$ cat src/rtl/control_sequencer.sv
// Multi-cycle fetch/decode/execute control unit: computes next values for
// an external register bank (PC/IR/ACC/MDR/MAR/zflag) and drives a single
// port memory request. Ports: clk, rst (async, active low), *_reg current
// register values, *_next next register values, mem_req/mem_we/mem_addr/
// mem_wdata/mem_rdata/mem_ready memory handshake, halted status.
module control_sequencer #(
    parameter int DATA_W = 16,
    parameter int ADDR_W = 8
) (
    input  logic              clk,
    input  logic              rst,
    input  logic [ADDR_W-1:0] PC_reg,
    input  logic [DATA_W-1:0] IR_reg,
    input  logic [DATA_W-1:0] ACC_reg,
    input  logic [DATA_W-1:0] MDR_reg,
    input  logic [ADDR_W-1:0] MAR_reg,
    input  logic              zflag_reg,
    output logic [ADDR_W-1:0] PC_next,
    output logic [DATA_W-1:0] IR_next,
    output logic [DATA_W-1:0] ACC_next,
    output logic [DATA_W-1:0] MDR_next,
    output logic [ADDR_W-1:0] MAR_next,
    output logic              zflag_next,
    output logic              mem_req,
    output logic              mem_we,
    output logic [ADDR_W-1:0] mem_addr,
    output logic [DATA_W-1:0] mem_wdata,
    input  logic [DATA_W-1:0] mem_rdata,
    input  logic              mem_ready,
    output logic              halted
);

    typedef enum logic [2:0] {
        FETCH1, FETCH2, FETCH3, DECODE,
        EXEC_RD, EXEC_ALU, EXEC_WR, HALT
    } state_t;

    localparam logic [3:0] OP_LOAD  = 4'h1;
    localparam logic [3:0] OP_STORE = 4'h2;
    localparam logic [3:0] OP_ADD   = 4'h3;
    localparam logic [3:0] OP_SUB   = 4'h4;
    localparam logic [3:0] OP_AND   = 4'h5;
    localparam logic [3:0] OP_JMP   = 4'h6;
    localparam logic [3:0] OP_JZ    = 4'h7;
    localparam logic [3:0] OP_HALT  = 4'hF;

    state_t            state;
    state_t            state_nx;
    logic [3:0]        opcode;
    logic [ADDR_W-1:0] operand;
    logic [DATA_W-1:0] acc_res;

    assign opcode    = IR_reg[DATA_W-1 -: 4];
    assign operand   = IR_reg[ADDR_W-1:0];
    assign mem_addr  = MAR_reg;
    assign mem_wdata = ACC_reg;

    always_ff @(posedge clk or negedge rst) begin
        if (!rst) state <= FETCH1;
        else      state <= state_nx;
    end

    // ALU result; only consumed in EXEC_ALU, where opcode is an ALU op
    always_comb begin
        acc_res = ACC_reg;
        case (opcode)
            OP_LOAD: acc_res = MDR_reg;
            OP_ADD:  acc_res = ACC_reg + MDR_reg;
            OP_SUB:  acc_res = ACC_reg - MDR_reg;
            OP_AND:  acc_res = ACC_reg & MDR_reg;
            default: acc_res = ACC_reg;
        endcase
    end

    always_comb begin
        state_nx   = state;
        PC_next    = PC_reg;
        IR_next    = IR_reg;
        ACC_next   = ACC_reg;
        MDR_next   = MDR_reg;
        MAR_next   = MAR_reg;
        zflag_next = zflag_reg;
        mem_req    = 1'b0;
        mem_we     = 1'b0;
        halted     = 1'b0;
        // While reset is asserted everything holds and no request is made
        if (rst) begin
            case (state)
                FETCH1: begin
                    MAR_next = PC_reg;
                    state_nx = FETCH2;
                end
                FETCH2: begin
                    mem_req = 1'b1;
                    if (mem_ready) begin
                        MDR_next = mem_rdata;
                        state_nx = FETCH3;
                    end
                end
                FETCH3: begin
                    IR_next  = MDR_reg;
                    PC_next  = PC_reg + ADDR_W'(1);
                    state_nx = DECODE;
                end
                DECODE: begin
                    MAR_next = operand;
                    case (opcode)
                        OP_JMP: begin
                            PC_next  = operand;
                            state_nx = FETCH1;
                        end
                        OP_JZ: begin
                            if (zflag_reg) PC_next = operand;
                            state_nx = FETCH1;
                        end
                        OP_LOAD, OP_ADD,
                        OP_SUB, OP_AND: state_nx = EXEC_RD;
                        OP_STORE:       state_nx = EXEC_WR;
                        OP_HALT:        state_nx = HALT;
                        default:        state_nx = FETCH1;
                    endcase
                end
                EXEC_RD: begin
                    mem_req = 1'b1;
                    if (mem_ready) begin
                        MDR_next = mem_rdata;
                        state_nx = EXEC_ALU;
                    end
                end
                EXEC_ALU: begin
                    ACC_next   = acc_res;
                    zflag_next = (acc_res == '0);
                    state_nx   = FETCH1;
                end
                EXEC_WR: begin
                    mem_req = 1'b1;
                    mem_we  = 1'b1;
                    if (mem_ready) state_nx = FETCH1;
                end
                HALT: begin
                    halted = 1'b1;
                end
                default: state_nx = FETCH1;
            endcase
        end
    end

endmodule

$ cat config.mk
export PLATFORM = sky130hd
export DESIGN_NAME = control_sequencer
export DESIGN_NICKNAME = d
export VERILOG_FILES = /design/src/rtl/control_sequencer.sv
export SDC_FILE = /design/constraint.sdc
export NUM_CORES = 1
export LEC_CHECK = 0
export ABC_AREA = 1
export CAP_MARGIN = 0
export CORE_ASPECT_RATIO = 0.8
export CORE_MARGIN = 4
export CORE_UTILIZATION = 41
export DETAILED_ROUTE_END_ITERATION = 8
export PLACE_DENSITY = 0.87
export SLEW_MARGIN = 20
export SYNTH_ARGS = -nofsm -noshare
export SYNTH_HDL_FRONTEND = slang
export SYNTH_SLANG_ARGS = --single-unit
$ cat constraint.sdc
create_clock -name clk -period 5.4 [get_ports clk]
set_input_delay 1.08 -clock clk [delete_from_list [all_inputs] [get_ports clk]]
set_output_delay 1.08 -clock clk [all_outputs]
set_load 0.01 [all_outputs]
# Word level (Yosys, flattened, before mapping)
# Index checks and enable logic that the tools add are counted.
# W data, S select, Z words.
# totals
register_bits	3
latch_bits	0
mem_bits_rw	0
romBits	0
input_bits	84
out_inout_bits	92
wordCells	57
mem_count	0
# op_classes
add_sub_neg	3
multipliers	0
div_mod_pow	0
n_lt_le_gt_ge	0
n_eq_ne	18
shifts	0
mux	27
bitwise_logic	1
reduce_logical	7
# op_table
op	n
$mux W16	7
$pmux W16 S4	1
$pmux W8 S2	3
$mux W8	3
$pmux W3 S7	1
$add A16 B16 Y16	1
$and A16 B16 Y16	1
$eq A4 B3 Y1 const B	4
$logic_not A16 Y1	1
$sub A16 B16 Y16	1
$eq A3 B3 Y1 const B	4
$mux W3	3
$pmux W3 S3	1
$add A8 B1 Y8 const B	1
$eq A4 B2 Y1 const B	2
$mux W1	8
$reduce_bool A7 Y1	1
$eq A3 B2 Y1 const B	2
$ne A2 B2 Y1 const B	3
$reduce_and A5 Y1	1
$eq A4 B1 Y1 const B	1
$eq A4 B4 Y1 const B	1
$reduce_or A4 Y1	1
$eq A3 B1 Y1 const B	1
3 further kinds	3

# Logic depth before layout (Yosys ltp)
# Gate-level depths: netlist of the first run.
# depth
ltp_word	5
mapped_depth	30

# Worst setup path before layout of the first run
# No wires, ideal clock.
# synth_timing
path_type	input port to output port
from	input MDR_reg[0]
to	output ACC_next[15]
arrival_ns	3.560
path_slack_ns	0.760
path_stages	22
n_path_buf	0
cell_sequence	inv_1 > ha_1 > inv_1 > nor3_1 > inv_1 > nor3_1 > inv_1 > nor3_1 > nand3_1 > o21ai_0 > xor2_1 > ha_1 > nand2_1 > nor3_1 > nand2_1 > nand2_1 > inv_1 > nand2_1 > nand3_1 > nand2_1 > nand2_1 > o21ai_0
# synth_via
elab_chain_len	4
word_cells_on_any_way	5
classes_between	add/sub (2); mux (3)
# synth_lines
element	line	source
from (decl)	15	input logic [DATA_W-1:0] MDR_reg,
$sub A16 B16 Y16 / $add A16 B16 Y16 (equally long branches)	69, 68	
$pmux W16 S4 *	66	case (opcode)
$mux W16 *	88	case (state)
$mux W16 *	87	if (rst) begin
to (decl)	20	output logic [DATA_W-1:0] ACC_next,
# Every way passes the cells marked *; elsewhere a longest branch is shown, timed or not.

# Worst setup path after layout of the first run
# layout_timing
from	input MDR_reg[0]
to	output zflag_next
# layout_via
elab_chain_len	5
word_cells_on_any_way	7
classes_between	add/sub (2); mux (3); bitwise (1); reduce/logical (1)
# layout_lines
element	line	source
$sub A16 B16 Y16 (tied with other cells)	69	OP_SUB: acc_res = ACC_reg - MDR_reg;
$pmux W16 S4 *	66	
$logic_not A16 Y1 *	132	zflag_next = (acc_res == '0);
$mux W1 *	88	
$mux W1 *	87	
to (decl)	23	output logic zflag_next,
# Marked as above.

==> metrics, run 1 <==
die width between 100 and 150 µm; RSZ-0062 raised after global routing true; Die ar. 0.00968 mm²; Post-DRT Antenna Nets 0; cell area after layout around 0.0056 mm²; area post-placement approximately 0.0053 mm²; Worst slew margin 49.6%; Max Freq around 190 MHz; clock power share under 10%; Slew @ Worst Pin 0.754 ns; clock root cell clkbuf_8; Worst Setup Start Kind input pin; register area share after synthesis between 2 and 2.5%; Worst path most repeated cell nand2_1; GRT Overall Usage 28.3%; Site Rows 29; Flop pwr share about 5.5%; core area around 0.008 mm²; io pins 176; Area Growth Syn to Fin 67.5%; post-synth net total 783; synthesized area per cell 4.92 µm²; WS Path Type in -> out; GRT busiest layer met2; Mapped Area between 0.003 and 0.004 mm²; VDD IR max 0.186 mV; Synth Warn # 0; Seq cells post-synth 3; crit path max-delay cell type ha_4; n_diodes 0; Fin Clk Skew 0.00168 ns; Clock Tree Buf Depth 2; gr ovfl total 0; CTS H-tree depth 1; Max Cap Viol 0; IO Port Bufs approximately 180; first-pass GRT wire length 22.6 mm; Mapped Cells 680; fin crit share between 90% and 100%; Logic pwr share between 80% and 90%; CP peak stage delay roughly 0.3 ns; 1st-iter DRT viols between 400 and 500; Placed Cells incl. Taps around 970; pwr dens slightly below 200 mW/mm²; CTS Buf Count 3; clk slew on worst S/H paths about 0.03 ns; hold slack final 0.711 ns; Max Fanout on Critical Path 5; share of cells above drive strength 1 between 10% and 20%; Worst Path Arrival roughly 4.2 ns; DR vias ~5,200; Final Hold Viols 0; vias per inst ~5.3; Internal roughly 0.00053 W; Period minus WS final 5.32 ns; endpoints failing setup 0; largest register by flop count state; GR Util met1 a little under two fifths; TNS Setup 0 ns; Top Registers state x3; Detailed Routing Iterations Pass 1 6; Leakage approximately 2.8 nW; pin count of the biggest net entering global routing 33; Psw roughly 0.00055 W; GPL Wtd Cong slightly above 1; Residual DRC 0; GR Util met2 about half; layout net count 978; fillcell total 674; DR WL/cell approximately 15 µm; max reg flops 3; CTS tree yes; Netlist cell types 40; WP data required around 4.3 ns; met3 Track Usage GR just over 3%; Switching Share between 50% and 60%; initial antenna violation count 0; Routed WL between 10 and 15 mm; die height between 80 and 90 µm; outcome completed; CP Capture Type primary output; Slew Limit Fails 0; vias in the first global route between 4,000 and 5,000; # hold bufs at CTS 0; Hold Crit Class reg -> reg; Finished Layout Cells 982; clock tree sinks 3; dpl hpwl roughly 12 mm; clk_lat worst skew about 0.22 ns; Starting Density between 40% and 50%
-- power groups by stage --
stage	registers (W)	logic (W)	clock network, W
3_5_place_dp	0.0000569	0.000916	0
6_report	0.0000597	0.000955	0.0000688
2_1_floorplan	0.0000396	0.000485	0
3_3_place_gp	0.0000559	0.000900	0
4_1_cts	0.0000569	0.000930	0.0000674
5_1_grt	0.0000606	0.00104	0.0000720
-- Yosys cell counts --
cell       count  share of area, %
o21bai_1       1              0.22
o31ai_1        1              0.22
o221ai_1       3              0.79
buf_6          1              0.34
nand4_1        2              0.37
o2111ai_1      1              0.26
clkbuf_1      11               1.2
o211ai_1       3              0.67
ha_1          18               6.7
o22ai_1        4              0.75
a21boi_1       1              0.22
nor2_4         1              0.34
xor2_1        15               3.9
o21a_1         1              0.22
dfrtp_1        3               2.2
nor2_1        71               8.0
nand3b_1       4              0.90
nor3_1         6              0.90
a21o_1         1              0.22
nor2_2         1              0.19
o21ai_1        2              0.30
or4_1          1              0.22
nor3_2         1              0.30
inv_2          1              0.11
inv_1        114                13
nor4_1         1              0.19
buf_4         26               5.8
a31o_2         1              0.26
nand3_1       55               8.2
buf_2          6              0.90
o21ai_0       66               9.9
o311ai_0       1              0.26
a31oi_1        3              0.56
nand2_2        3              0.56
xnor2_1        1              0.26
or2_2          1              0.19
nand2_1      195                22
a21oi_1       49               7.3
fa_1           1              0.60
a22oi_1        3              0.67
-- critical path, delay by kind of cell --
family                     cells  cell delay (ns)
AOI/OAI and AO/OA              2             0.38
xor gates and xnor gates       1             0.16
adders and majority gates      2             0.43
buffers and inverters          8             0.70
and+or+nand+nor               14             1.49
-- area by class of cell --
class                      instances  area (µm²)  share of cell area, %
tap                              108         135                   2.41
multi-input combinational        518        2730                   48.7
inverter                         115         442                   7.88
clock buffer                       4        45.0                  0.803
sequential                         3        75.1                   1.34
timing repair buffer             234        2180                   38.9
-- placed cells by master (no fill, tap or decap), drive strengths merged, types with 2 or more instances in the layout --
cell,n
nand2,198
clkdlybuf4s50,160
inv,115
nor2,73
o21ai,68
buf,64
nand3,55
a21oi,49
ha,18
xor2,15
nor3,7
clkbuf,6
nand3b,4
o22ai,4
dlymetal6s2s,4
dlygate4sd2,4
o211ai,3
o221ai,3
a31oi,3
dfrtp,3
a22oi,3
nand4,2
-- cell families (layout without fill, tap and decap cells) --
logic type,after synthesis,after routing,share of synthesized area (%)
xor gates and xnor gates,16,16,4.19
AOI/OAI and AO/OA,141,141,22.8
buffers and inverters,159,353,21.2
DFF,3,3,2.24
adders and majority gates,19,19,7.33
and+or+nand+nor,342,342,42.2
-- what timing repair did --
action | 4_1_cts | 5_1_grt
setup buffers | 3 | 4
resized for setup | 35 | 48
endpoints found under the hold margin | 0 | 0
setup endpoints to repair | 10 | 13
cloned | 0 | 0
pin swaps | 7 | 20
-- metrics by stage --
stage	util, %	total power [W]	setup WS [ns]
2_1_floorplan	-	0.000524	0.760
3_3_place_gp	67.3	0.000955	-0.584
3_5_place_dp	67.3	0.000973	-0.663
4_1_cts	69.0	0.00105	-0.130
5_1_grt	70.6	0.00118	-0.121
6_report	70.6	0.00108	0.0822
-- path summary, 6_finish.rpt --
kind                       startpoint          to  slack (ns)  cells after the start
setup / recovery           MDR_reg[0]  zflag_next        0.08                     27
hold / removal               state[1]    state[1]        0.71                      2
setup reg to reg             state[2]    state[2]        3.52                      8
hold reg to reg              state[1]    state[1]        0.71                      2
max in group asynchronous         rst    state[1]        3.96                      2
min in group asynchronous         rst    state[2]        1.25                      2
-- layer usage --
metal  routed length [µm]  vias up
met4                  315        0
met3                 1230       39
li1                     -     2544
met5                    0        -
met1                 6310     2329
met2                 6970      288
Note: power is estimated with default switching activity, not from simulation.
==> run 2: changes to the inputs <==
--- a/config.mk
+++ b/config.mk
@@ -12,6 +12,7 @@
 export CORE_UTILIZATION = 41
 export DETAILED_ROUTE_END_ITERATION = 8
 export PLACE_DENSITY = 0.87
+export REMOVE_ABC_BUFFERS = 1
 export SLEW_MARGIN = 20
 export SYNTH_ARGS = -nofsm -noshare
 export SYNTH_HDL_FRONTEND = slang
==> metrics, run 2 (synthesis results as in run 1) <==
CP Capture Type primary output; core area 0.00795 mm² (unchanged); first-pass GRT wire length 22.5 mm (about the same); Max Fanout on Critical Path 7 (+2); max reg flops 3 (unchanged); Die ar. 0.00968 mm² (unchanged); die height 88.8 µm (unchanged); crit path max-delay cell type clkdlybuf4s50_1; vias per inst 5.28 (-0.20%); gr ovfl total 0 (unchanged); n_diodes 0 (unchanged); share of cells above drive strength 1 12.0% (-1.2 points); Worst path most repeated cell nand2_1; Residual DRC 0 (unchanged); pin count of the biggest net entering global routing 27 (-18%); clk slew on worst S/H paths 0.03 ns (about the same); endpoints failing setup 0 (unchanged); Logic pwr share 88.2% (about the same); clock root cell clkbuf_8; WS Path Type in -> out; GR Util met2 47.6% (-1.5 points); Psw 0.000544 W (-1.3%); Post-DRT Antenna Nets 0 (unchanged); Flop pwr share 5.3% (-0.2 points); Leakage 2.85 nW (+0.40%); Worst Path Arrival 4.17 ns (-0.07 ns); Top Registers state x3; Worst slew margin 49.9% (+0.39 points); met3 Track Usage GR 5.18% (+2.1 points); pwr dens 193 mW/mm² (about the same); # hold bufs at CTS 0 (unchanged); fillcell total 681 (+1.0%); clk_lat worst skew 0.23 ns (about the same); Worst Setup Start Kind input pin; CP peak stage delay 0.50 ns (+0.20 ns); DR WL/cell 15.1 µm (-0.27%); R2R Setup Slk 3.63 ns (+0.11 ns); Max Cap Viol 0 (unchanged); layout net count 979 (+0.10%); dpl hpwl 12.2 mm (+2.4%); largest register by flop count state; CTS Buf Count 3 (unchanged); Tot Pwr 0.00108 W (-0.42%); Max Freq 190 MHz (+1.3%); GPL Wtd Cong 0.995 (-2.7%); Slew @ Worst Pin 0.748 ns (-0.00587 ns); Detailed Routing Iterations Pass 1 5 (-1); GR Util met1 37.0% (-0.88 points); most common cell after layout, fill and taps aside nand2_1; 1st-iter DRT viols 414 (-16%); Starting Density 42.1% (unchanged); CP cell instances clkdlybuf4s50_1 > inv_2 > nor2_4 > nand2_2 > buf_4 > nand2_1 > xor2_1 > ha_1 > a21oi_2 > nand2_1 > nand2_1 > nand2_1 > or2_2 > nand3_1 > nand2_1 > nor2_1 > nand2_1 > nor2_1 > nand2_1 > nand2_1 > buf_2; outcome completed; hold slack final 0.662 ns (-0.0486 ns); most frequent cells in the layout nand2_1 (193), clkdlybuf4s50_1 (162), inv_1 (111); Fin Clk Skew 0.00454 ns (+0.00286 ns); clock tree sinks 3 (unchanged); Clock Tree Buf Depth 2 (unchanged); CTS H-tree depth 1 (unchanged); RSZ-0062 raised after global routing true; cell area after layout 0.00558 mm² (-0.51%); Switching Share 50.4% (-0.43 points); IO Port Bufs 175 (unchanged); Area Growth Syn to Fin 66.7%; fin crit share 97.2% (-1.2 points); DR vias 5,195 (-0.096%); WP data required 4.32 ns (about the same); initial antenna violation count 1 (+1); clock power share 6.5% (+0.2 points); Slew Limit Fails 0 (unchanged); Hold Crit Class reg -> reg; io pins 176 (unchanged); Site Rows 29 (unchanged); VDD IR max 0.124 mV (-33%); die width 109 µm (unchanged); GRT Overall Usage 28.4% (+0.085 points); Routed WL 14.8 mm (-0.17%); CTS tree yes; GRT busiest layer met2; area post-placement 0.00538 mm² (+0.56%); Final Hold Viols 0 (unchanged); Period minus WS final 5.25 ns (-0.0669 ns); vias in the first global route 4,862 (+1.4%); Internal 0.000535 W (+0.46%)
==> run 2: area by class of cell <==
| cell class | count | area (µm²) | share of cell area, % |
|---|---|---|---|
| Tap cell | 108 | 135 | 2.42 |
| Timing Repair Buffer | 235 | 2190 | 39.3 |
| Sequential cell | 3 | 75.1 | 1.35 |
| Multi-Input combinational cell | 518 | 2700 | 48.4 |
| Clock buffer | 4 | 45.0 | 0.808 |
| Inverter | 115 | 432 | 7.74 |
==> run 2: per-stage QoR <==
step                      TNS (ns)  utilization [%]  setup slack (ns)  std cells
after global placement       -2.83             67.7            -0.473        975
final                            0             70.2             0.149        983
after detailed placement     -3.10             67.7            -0.512        975
after CTS                   -0.224             68.9            -0.113        980
after floorplan                  0                -             0.742        636
after global routing       -0.0953             70.2           -0.0556        983
==> run 2: worst paths after layout <==
kind / cells past startpoint / start / endpoint
hold reg to reg: 2 / state[2] / state[2]
hold / removal: 2 / state[2] / state[2]
setup / recovery: 21 / IR_reg[14] / zflag_next
min in group asynchronous: 2 / rst / state[0]
setup reg to reg: 8 / state[2] / state[1]
max in group asynchronous: 2 / rst / state[2]
==> run 2: power groups by stage <==
stage | registers [W] | logic (W) | clock network, W
floorplan | 0.0000510 | 0.000436 | 0
global placement | 0.0000540 | 0.000903 | 0
detailed placement | 0.0000562 | 0.000921 | 0
CTS | 0.0000560 | 0.000932 | 0.0000677
global route | 0.0000591 | 0.00105 | 0.0000698
finish | 0.0000572 | 0.000952 | 0.0000698
==> run 2: worst max-delay path: cells and delay by family <==
family	cells	cell delay, ns
fa+ha+maj	1	0.31
compound gates	1	0.18
xor+xnor	1	0.20
simple gates	14	1.53
buf+inv	4	0.86
==> run 2: repair_timing <==
item,CTS,global route
setup buffers,1,3
setup endpoints to repair,10,13
cloned,0,0
resized for setup,35,27
pin swaps,6,10
hold endpoints to repair,0,0
==> run 2: layer usage <==
layer,routed length (µm),up-vias
li1,-,2544
met3,1560,45
met4,395,2
met5,12,-
met2,6720,306
met1,6120,2298
==> run 3: changes to the inputs <==
--- a/config.mk
+++ b/config.mk
@@ -6,6 +6,7 @@
 export NUM_CORES = 1
 export LEC_CHECK = 0
 export ABC_AREA = 1
+export ABC_CLOCK_PERIOD_IN_PS = 5400
 export CAP_MARGIN = 0
 export CORE_ASPECT_RATIO = 0.8
 export CORE_MARGIN = 4
==> results of run 3 <==
Same layout as run 2: the final DEF is identical, and so are final timing and power.
